==> src/rtl/fifo_pkg.sv <==
// Shared definitions for the asynchronous FIFO and its write-side arbiter.
package fifo_pkg;
  localparam int DEF_DATA_WIDTH = 8;
  localparam int DEF_ADDR_SIZE  = 4;

  typedef enum logic {
    IDLE  = 1'b0,
    GRANT = 1'b1
  } arb_state_e;
endpackage

==> src/rtl/rr_pick.sv <==
// Combinational round-robin picker: first set bit of req searching upward
// from rr_ptr, wrapping modulo NUM_REQ.
module rr_pick #(
  parameter int NUM_REQ = 4,
  parameter int IDX_W   = $clog2(NUM_REQ)
) (
  input  logic [NUM_REQ-1:0] req,
  input  logic [IDX_W-1:0]   rr_ptr,
  output logic [IDX_W-1:0]   idx,
  output logic               found
);
  // Walk from the far end so the candidate closest to rr_ptr is assigned last.
  always_comb begin
    idx   = '0;
    found = 1'b0;
    for (int k = NUM_REQ - 1; k >= 0; k--) begin
      int c;
      c = int'(rr_ptr) + k;
      if (c >= NUM_REQ) c = c - NUM_REQ;
      if (req[c]) begin
        idx   = IDX_W'(c);
        found = 1'b1;
      end
    end
  end
endmodule

==> src/rtl/fifo_wr_arbiter.sv <==
// Round-robin owner of the async FIFO write port; a grant is held until the
// owner's last word or MAX_BURST words so packets stay contiguous.
module fifo_wr_arbiter
  import fifo_pkg::*;
#(
  parameter int NUM_REQ    = 4,
  parameter int DATA_WIDTH = DEF_DATA_WIDTH,
  parameter int MAX_BURST  = 8
) (
  input  logic                          wr_clk,
  input  logic                          wr_rst_n,
  input  logic [NUM_REQ-1:0]            req_valid,
  input  logic [NUM_REQ-1:0]            req_last,
  input  logic [NUM_REQ*DATA_WIDTH-1:0] req_data,
  output logic [NUM_REQ-1:0]            req_ready,
  input  logic                          full,
  output logic                          wr_en,
  output logic [DATA_WIDTH-1:0]         wr_data,
  output logic [NUM_REQ-1:0]            grant,
  output logic                          busy
);
  localparam int CNT_W = $clog2(MAX_BURST + 1);
  localparam int IDX_W = $clog2(NUM_REQ);

  arb_state_e         state_q, state_d;
  logic [IDX_W-1:0]   owner_q, owner_d;
  logic [IDX_W-1:0]   rr_ptr_q, rr_ptr_d;
  logic [CNT_W-1:0]   burst_cnt_q, burst_cnt_d;
  logic [NUM_REQ-1:0] grant_q, grant_d;

  logic [IDX_W-1:0]   pick_idx;
  logic               pick_found;
  logic               xfer, rel;
  logic [IDX_W-1:0]   ptr_after;

  rr_pick #(.NUM_REQ(NUM_REQ), .IDX_W(IDX_W)) u_pick (
    .req    (req_valid),
    .rr_ptr (rr_ptr_q),
    .idx    (pick_idx),
    .found  (pick_found)
  );

  assign busy      = (state_q == GRANT);
  assign grant     = grant_q;
  assign xfer      = busy & req_valid[owner_q] & ~full;
  assign rel       = xfer & (req_last[owner_q] | (burst_cnt_q == CNT_W'(MAX_BURST - 1)));
  assign ptr_after = (owner_q == IDX_W'(NUM_REQ - 1)) ? '0 : owner_q + 1'b1;

  // full gates ready as well as wr_en so a requester never sees a lost accept.
  assign req_ready = (busy & ~full) ? grant_q : '0;
  assign wr_en     = xfer;
  assign wr_data   = busy ? req_data[int'(owner_q)*DATA_WIDTH +: DATA_WIDTH] : '0;

  always_comb begin
    state_d     = state_q;
    owner_d     = owner_q;
    rr_ptr_d    = rr_ptr_q;
    burst_cnt_d = burst_cnt_q;
    grant_d     = grant_q;
    case (state_q)
      IDLE: begin
        if (pick_found) begin
          state_d     = GRANT;
          owner_d     = pick_idx;
          burst_cnt_d = '0;
          grant_d     = NUM_REQ'(1) << pick_idx;
        end
      end
      GRANT: begin
        if (xfer) begin
          burst_cnt_d = burst_cnt_q + 1'b1;
          if (rel) begin
            state_d  = IDLE;
            rr_ptr_d = ptr_after;
            grant_d  = '0;
          end
        end
      end
      default: state_d = IDLE;
    endcase
  end

  always_ff @(posedge wr_clk or negedge wr_rst_n) begin
    if (!wr_rst_n) begin
      state_q     <= IDLE;
      owner_q     <= '0;
      rr_ptr_q    <= '0;
      burst_cnt_q <= '0;
      grant_q     <= '0;
    end else begin
      state_q     <= state_d;
      owner_q     <= owner_d;
      rr_ptr_q    <= rr_ptr_d;
      burst_cnt_q <= burst_cnt_d;
      grant_q     <= grant_d;
    end
  end
endmodule

==> config.mk <==
export PLATFORM = sky130hd
export DESIGN_NAME = fifo_wr_arbiter
export DESIGN_NICKNAME = d
export VERILOG_FILES = /design/src/rtl/fifo_pkg.sv /design/src/rtl/rr_pick.sv /design/src/rtl/fifo_wr_arbiter.sv
export SDC_FILE = /design/constraint.sdc
export NUM_CORES = 1
export LEC_CHECK = 0
export BUFFER_PORTS_ARGS = -buffer_cell sky130_fd_sc_hd__buf_2
export CORE_MARGIN = 3
export CORE_UTILIZATION = 35
export DETAILED_ROUTE_END_ITERATION = 7
export PLACE_DENSITY = 0.67
export SLEW_MARGIN = 20
export SYNTH_ARGS = -nofsm -noshare
export SYNTH_HDL_FRONTEND = slang
export SYNTH_HIERARCHICAL = 1
export SYNTH_SLANG_ARGS = --single-unit
==> constraint.sdc <==
create_clock -name wr_clk -period 4.64 [get_ports wr_clk]
set_clock_uncertainty 0.05 [all_clocks]
set_input_delay 1.16 -clock wr_clk [delete_from_list [all_inputs] [get_ports wr_clk]]
set_output_delay 1.16 -clock wr_clk [all_outputs]
set_load 0.01 [all_outputs]
==> impl_metrics.ini, run 1 <==
[worst_hold_path]
whs_path_depth = 1
hold_class = flop to flop

[floorplan]
row_count = 19
die_area_um2 = 3650
initial_core_util_pct = 37.3
fp.dieW_um = 60.4
ioPinCount = 61
die_y_um = 60.4
core_um2 = 2780

[power_and_ir_drop]
ir_drop_mv = 0.337
power_density_nw_per_um2 = 537
p_leak_nw = 0.692

[global_route]
track_usage_pct = 14.5
grt_pass1_wl_um = 4040
grt_overflow = 0
grt_pass1_vias = 956
antenna_found_initial = 0
grt_max_degree = 19

[route]
wl_per_cell_um = 14.0
wirelength_um = 2580
viasPerCell = 5.33
ant_nets = 0
drc = 0
drtIter0Drc = 17
first_pass_iters = 4
vias = 986

[run]
cap_violations = 0

[timing]
worst-slew-pin-transition_ns = 0.676
max_freq_ghz = 0.295
timing.slew.headroom_pct = 54.9
fin_crit_sh_pct = 73.0
min_period_ns = 3.39
rsz0062_at_grt = false
hold_violations = 0
finalSetupTns_ns = 0
slew_viol_final = 0
setup_viol = 0

[clock_network]
cts_buffers = 3
clkTransAtPathRegs_ns = 0.07
insertion_delay_ns = 0.27
cts_sinks = 13
postCtsSetupBuffers = 0
clk_path_buf_depth = 2
tritoncts = done
htreeDepth = 1
ctsHoldBuffers = 0
post_cts_resized = 0
cts_root_buf = clkbuf_4

[logic_synthesis]
synth-simple-area-share_pct = 27.6
synth_compound_area_share_pct = 10.0
ys_warn_count = 6
ys_types = 30
synth-seq-cells = 13
synth_xor_area_share_pct = 0
muxShareOfSynthArea_pct = 26.9
synth_top_family_by_area = simple AND/OR/NAND/NOR gates
synth_cells = 94
syn_nets = 139
synthAdderAreaFrac_pct = 2.41
synth_area_um2 = 1040
syn_area_per_cell_um2 = 11.0
ys_seq_area_share_pct = 31.4

[worst_setup_path]
worstSetupPathType = input pin to primary output
end_kind = primary output
worstPathCellList = buf_2 > mux4_2 > and2_4 > buf_2
reg2reg_to = rr_ptr_q[1]
crit_start = req_valid[3]
required_ns = 3.43
r2r_cells = 3
reg2reg_from = owner_q[0]
critPathCapture = wr_en
r2r_setup_slack_ns = 2.43
cpMaxStageDelayCell = mux4_2
slowest_delay_ns = 0.55
path_max_fanout = 6
critPathLaunchType = input pin
arrival_ns = 2.18
crit_path_frequent_cell = buf_2

[placed_design]
dp.final_hpwl_um = 2120
place.gp.congestion = 0.814
portBuffers = 60

[cells_and_area]
syn_to_final_growth_pct = 33.5
finalCoreUtilization_pct = 49.8
diodes = 0
nets = 200
final_layout_size_suffix_gt1_share_pct = 51.9

[status]
status = complete, no violations
worst max-delay path: cells and delay by family:
kind	cells	cell delay, ns
multiplexers	1	0.55
buffers and inverters	2	0.25
AND/OR/NAND/NOR	1	0.21
final cells by class:
class,instances,area [µm²]
multi-input combinational,77,694
clock buffer,4,26.3
fill,259,1400
timing repair buffer,60,300
sequential,13,325
tap,31,38.8
layout by cell type (no fill, tap or decap), drive strengths merged, types with 4 or more instances in the layout:
cell type / synthesis / layout
a211o: 4 / 4
and2: 13 / 13
buf: 2 / 60
clkbuf: 2 / 4
dfrtp: 13 / 13
mux4: 10 / 10
nand2: 9 / 9
nor2: 6 / 6
nor4bb: 4 / 4
metal layers:
metal | vias to the layer above | GRT usage, % | share of wire [%]
li1 | 478 | - | -
met1 | 461 | 15.6 | 35
met2 | 45 | 28.4 | 51
met3 | 2 | 4.89 | 13
met4 | 0 | 1.24 | 0.39
met5 | - | 0 | 0
report_power, final:
| group | leakage (nW) | switching [mW] | internal, mW |
|---|---|---|---|
| registers | 0.157 | 0.0853 | 0.166 |
| logic | 0.520 | 0.176 | 0.250 |
| clock network | 0.0150 | 0.0331 | 0.0333 |
sequential cells by signal (all words and copies together), names as in the netlist:
name and cells:
rr_ptr_q 2, burst_cnt_q 4, grant 4, owner_q 2, busy 1
cells in the mapped netlist:
| library cell | n | share of area (%) |
|---|---|---|
| a21oi_1 | 1 | 0.48 |
| nor3b_1 | 2 | 1.4 |
| buf_2 | 2 | 0.97 |
| nor2b_1 | 3 | 1.8 |
| and4b_1 | 1 | 0.97 |
| o21ai_0 | 1 | 0.48 |
| a211oi_2 | 1 | 1.2 |
| nand3b_1 | 1 | 0.72 |
| and2_1 | 12 | 7.2 |
| o21a_1 | 1 | 0.72 |
| and2_4 | 1 | 0.84 |
| nor2_1 | 6 | 2.2 |
| nand2b_1 | 3 | 1.8 |
| and3_1 | 2 | 1.2 |
| a211o_1 | 4 | 3.4 |
| mux2_2 | 3 | 3.3 |
| a211oi_1 | 1 | 0.72 |
| clkbuf_1 | 2 | 0.72 |
| and3b_1 | 1 | 0.84 |
| ha_1 | 2 | 2.4 |
| nand2_1 | 9 | 3.3 |
| o211ai_2 | 1 | 1.2 |
| nor3_1 | 1 | 0.48 |
| nor4bb_1 | 4 | 3.9 |
| mux2i_1 | 2 | 1.9 |
| dfrtp_1 | 13 | 31 |
| a21oi_2 | 1 | 0.84 |
| nand3_1 | 2 | 0.97 |
| mux4_2 | 10 | 22 |
| a221o_1 | 1 | 0.97 |
logic make-up (layout without fill, tap and decap cells):
family / count (synthesis) / count (layout)
and+or+nand+nor: 48 / 48
AOI/OAI and AO/OA: 12 / 12
buffers and inverters: 4 / 64
muxes: 15 / 15
DFF: 13 / 13
adders and majority gates: 2 / 2
worst min path at each step:
| stage | startpoint | end | slack, ns |
|---|---|---|---|
| global placement | burst_cnt_q[3] | burst_cnt_q[3] | 0.42 |
| CTS | burst_cnt_q[3] | burst_cnt_q[3] | 0.42 |
| global route | burst_cnt_q[3] | burst_cnt_q[3] | 0.45 |
| floorplan | burst_cnt_q[3] | burst_cnt_q[3] | 0.39 |
| detailed placement | burst_cnt_q[3] | burst_cnt_q[3] | 0.42 |
| finish | burst_cnt_q[3] | burst_cnt_q[3] | 0.42 |
through the flow:
step	setup WS, ns	total power [mW]	instance area [µm²]	cells	hold slack, ns
floorplan	1.55	0.547	1040	94	0.387
global placement	1.26	0.673	1360	181	0.416
global route	1.13	0.821	1390	185	0.448
detailed placement	1.24	0.687	1360	181	0.416
finish	1.25	0.743	1390	185	0.420
CTS	1.25	0.757	1390	185	0.424
(Power assumes the default switching activity.)
==> run 2: changes to the inputs <==
Settings changed: ABC_AREA set to 1, PLACE_DENSITY 0.67 to not set.
Clock period 4.64 ns to 3.35 ns, I/O delays scaled along.
==> run 2 against run 1 <==
Against the previous run: register-to-register slack worse by 0.98 ns; critical path type is now flop to primary output; first-iteration DRC count grew to 3.6 times the previous value; critical path depth rose by 1; largest cell class unchanged; sequential share of layout area decreased by 3.1 points; worst setup slack got worse by 0.46 ns.
==> impl_metrics.ini, run 2 <==
[power_and_ir_drop]
switchingPower_mw = 0.661
p_leak_nw = 0.929
power_density_nw_per_um2 = 781
cellInternalPower_mw = 0.587
comb_power_share_pct = 66.4
ir_drop_mv = 0.344
p_clk_share_pct = 7.8
seq_power_share_pct = 25.8
p_sw_share_pct = 53.0

[floorplan]
fp.dieW_um = 65.9
ioPinCount = 61
core_um2 = 3390
die_y_um = 65.9
die_area_um2 = 4350
row_count = 21
initial_core_util_pct = 37.1

[logic_synthesis]
synth_cells = 205
ys.flop_type = dfrtp_1
synth-seq-cells = 13
yosysMostFrequentCell = nand2_1
synth_area_um2 = 1260
ys_warn_count = 6
synth_common_cells = nand2_1 (44), nor2_1 (39), inv_1 (22)
syn_area_per_cell_um2 = 6.13
yosys.area.top_type = dfrtp_1
async_flop_share_pct = 100
syn_nets = 250
ys_types = 27
synth_top_area_share_pct = 25.9
synth_area_leaders = dfrtp_1 (26%), nand2_1 (13%), nor2_1 (12%)
synth_edf_count = 0
ys_seq_area_share_pct = 25.9

[timing]
slew_viol_final = 0
holdWs_ns = 0.386
setup_viol = 0
timing.slew.headroom_pct = 66.6
hold_violations = 0
min_period_ns = 2.55
rsz0062_at_grt = false
fin_crit_sh_pct = 76.3
finalSetupTns_ns = 0
worst-slew-pin-transition_ns = 0.500
max_freq_ghz = 0.391

[global_route]
grt_pass1_vias = 1312
grt_overflow = 0
track_usage_pct = 15.9
grt_pass1_wl_um = 5600
grt_max_degree = 21
antenna_found_initial = 0

[clock_network]
insertion_delay_ns = 0.27
ctsHoldBuffers = 0
clkTransAtPathRegs_ns = 0.08
cts_sinks = 13
postCtsSetupBuffers = 0
cts_buffers = 3
cts_root_buf = clkbuf_4
htreeDepth = 1
tritoncts = done
clk_path_buf_depth = 2
post_cts_resized = 0

[route]
drc = 0
viasPerCell = 4.48
first_pass_iters = 4
wl_per_cell_um = 10.6
drtIter0Drc = 61
vias = 1384
met2WireLength_um = 1590
top_layer = met4
wl_met3_um = 85
wirelength_um = 3260
wl_met1_um = 1560
ant_nets = 0

[worst_setup_path]
crit_start = owner_q[1]
end_kind = primary output
reg2reg_from = rr_ptr_q[0]
reg2reg_to = grant[0]
arrival_ns = 1.67
critPathLaunchType = flop
r2r_setup_slack_ns = 1.45
worstSetupPathType = flop to primary output
required_ns = 2.46
r2r_cells = 9
critPathCapture = wr_data[7]
path_max_fanout = 13

[placed_design]
dp.final_hpwl_um = 2570
portBuffers = 60
place.gp.congestion = 0.753

[cells_and_area]
nets = 309
nFillCells = 366
register_area_um2 = 325
multi_input_area_um2 = 763
mostFrequentLayoutCell = buf_2
final_cell_mix = buf_2 (60), nand2_1 (44), nor2_1 (39)
diodes = 0
syn_to_final_growth_pct = 27.2
final_layout_size_suffix_gt1_share_pct = 35.4

[run]
cap_violations = 0

[worst_hold_path]
hold_class = input pin to asynchronous set/reset pin

[status]
status = complete, no violations
-- run 2: how the worst min path moves through the flow --
stage / slack [ns] / start / to
6_report: 0.39 / wr_rst_n / burst_cnt_q[2]
5_1_grt: 0.40 / wr_rst_n / burst_cnt_q[0]
4_1_cts: 0.39 / wr_rst_n / burst_cnt_q[2]
3_5_place_dp: 0.43 / grant[2] / grant[2]
3_3_place_gp: 0.43 / grant[2] / grant[2]
2_1_floorplan: 0.42 / burst_cnt_q[1] / burst_cnt_q[1]
-- run 2: power by group through the flow --
| stage | Combinational [mW] | Clock (mW) | Sequential [mW] |
|---|---|---|---|
| 6_report | 0.829 | 0.0977 | 0.322 |
| 5_1_grt | 0.956 | 0.106 | 0.341 |
| 3_5_place_dp | 0.837 | 0 | 0.327 |
| 2_1_floorplan | 0.667 | 0 | 0.288 |
| 3_3_place_gp | 0.834 | 0 | 0.329 |
| 4_1_cts | 0.838 | 0.103 | 0.325 |
-- run 2: final cells by class --
cell class | count | area share (%)
clock buffer | 4 | 1.64
inverter | 31 | 7.43
multi-input combinational | 154 | 47.7
sequential | 13 | 20.3
tap | 46 | 3.60
timing repair buffer | 61 | 19.2
-- run 2: worst max-delay path: stages (launching register included) --
cell	delay [ns]
dfrtp_1	0.65
inv_2	0.20
nor2_1	0.14
o21ai_0	0.09
a21oi_1	0.15
buf_2	0.16
-- run 2: logic make-up after synthesis --
kind of cell | synth area share (%)
DFF | 25.9
xor gates and xnor gates | 0.697
buffers and inverters | 13.4
adders and majority gates | 1.99
AOI/OAI and AO/OA | 13.0
and+or+nand+nor | 45.0
-- run 2: stage by stage --
stage | util (%) | power [mW] | std cells | setup WS [ns] | cell area, µm²
5_1_grt | 47.2 | 1.40 | 309 | 0.627 | 1600
3_3_place_gp | 46.4 | 1.16 | 305 | 0.964 | 1570
3_5_place_dp | 46.4 | 1.16 | 305 | 0.961 | 1570
4_1_cts | 47.2 | 1.27 | 309 | 0.785 | 1600
2_1_floorplan | - | 0.955 | 205 | 1.21 | 1260
6_report | 47.2 | 1.25 | 309 | 0.795 | 1600
-- run 2: per-layer routing --
metal,vias up,global-route usage [%]
met2,15,28.0
met4,0,3.81
met1,606,21.1
met5,-,0
li1,761,-
met3,2,1.02
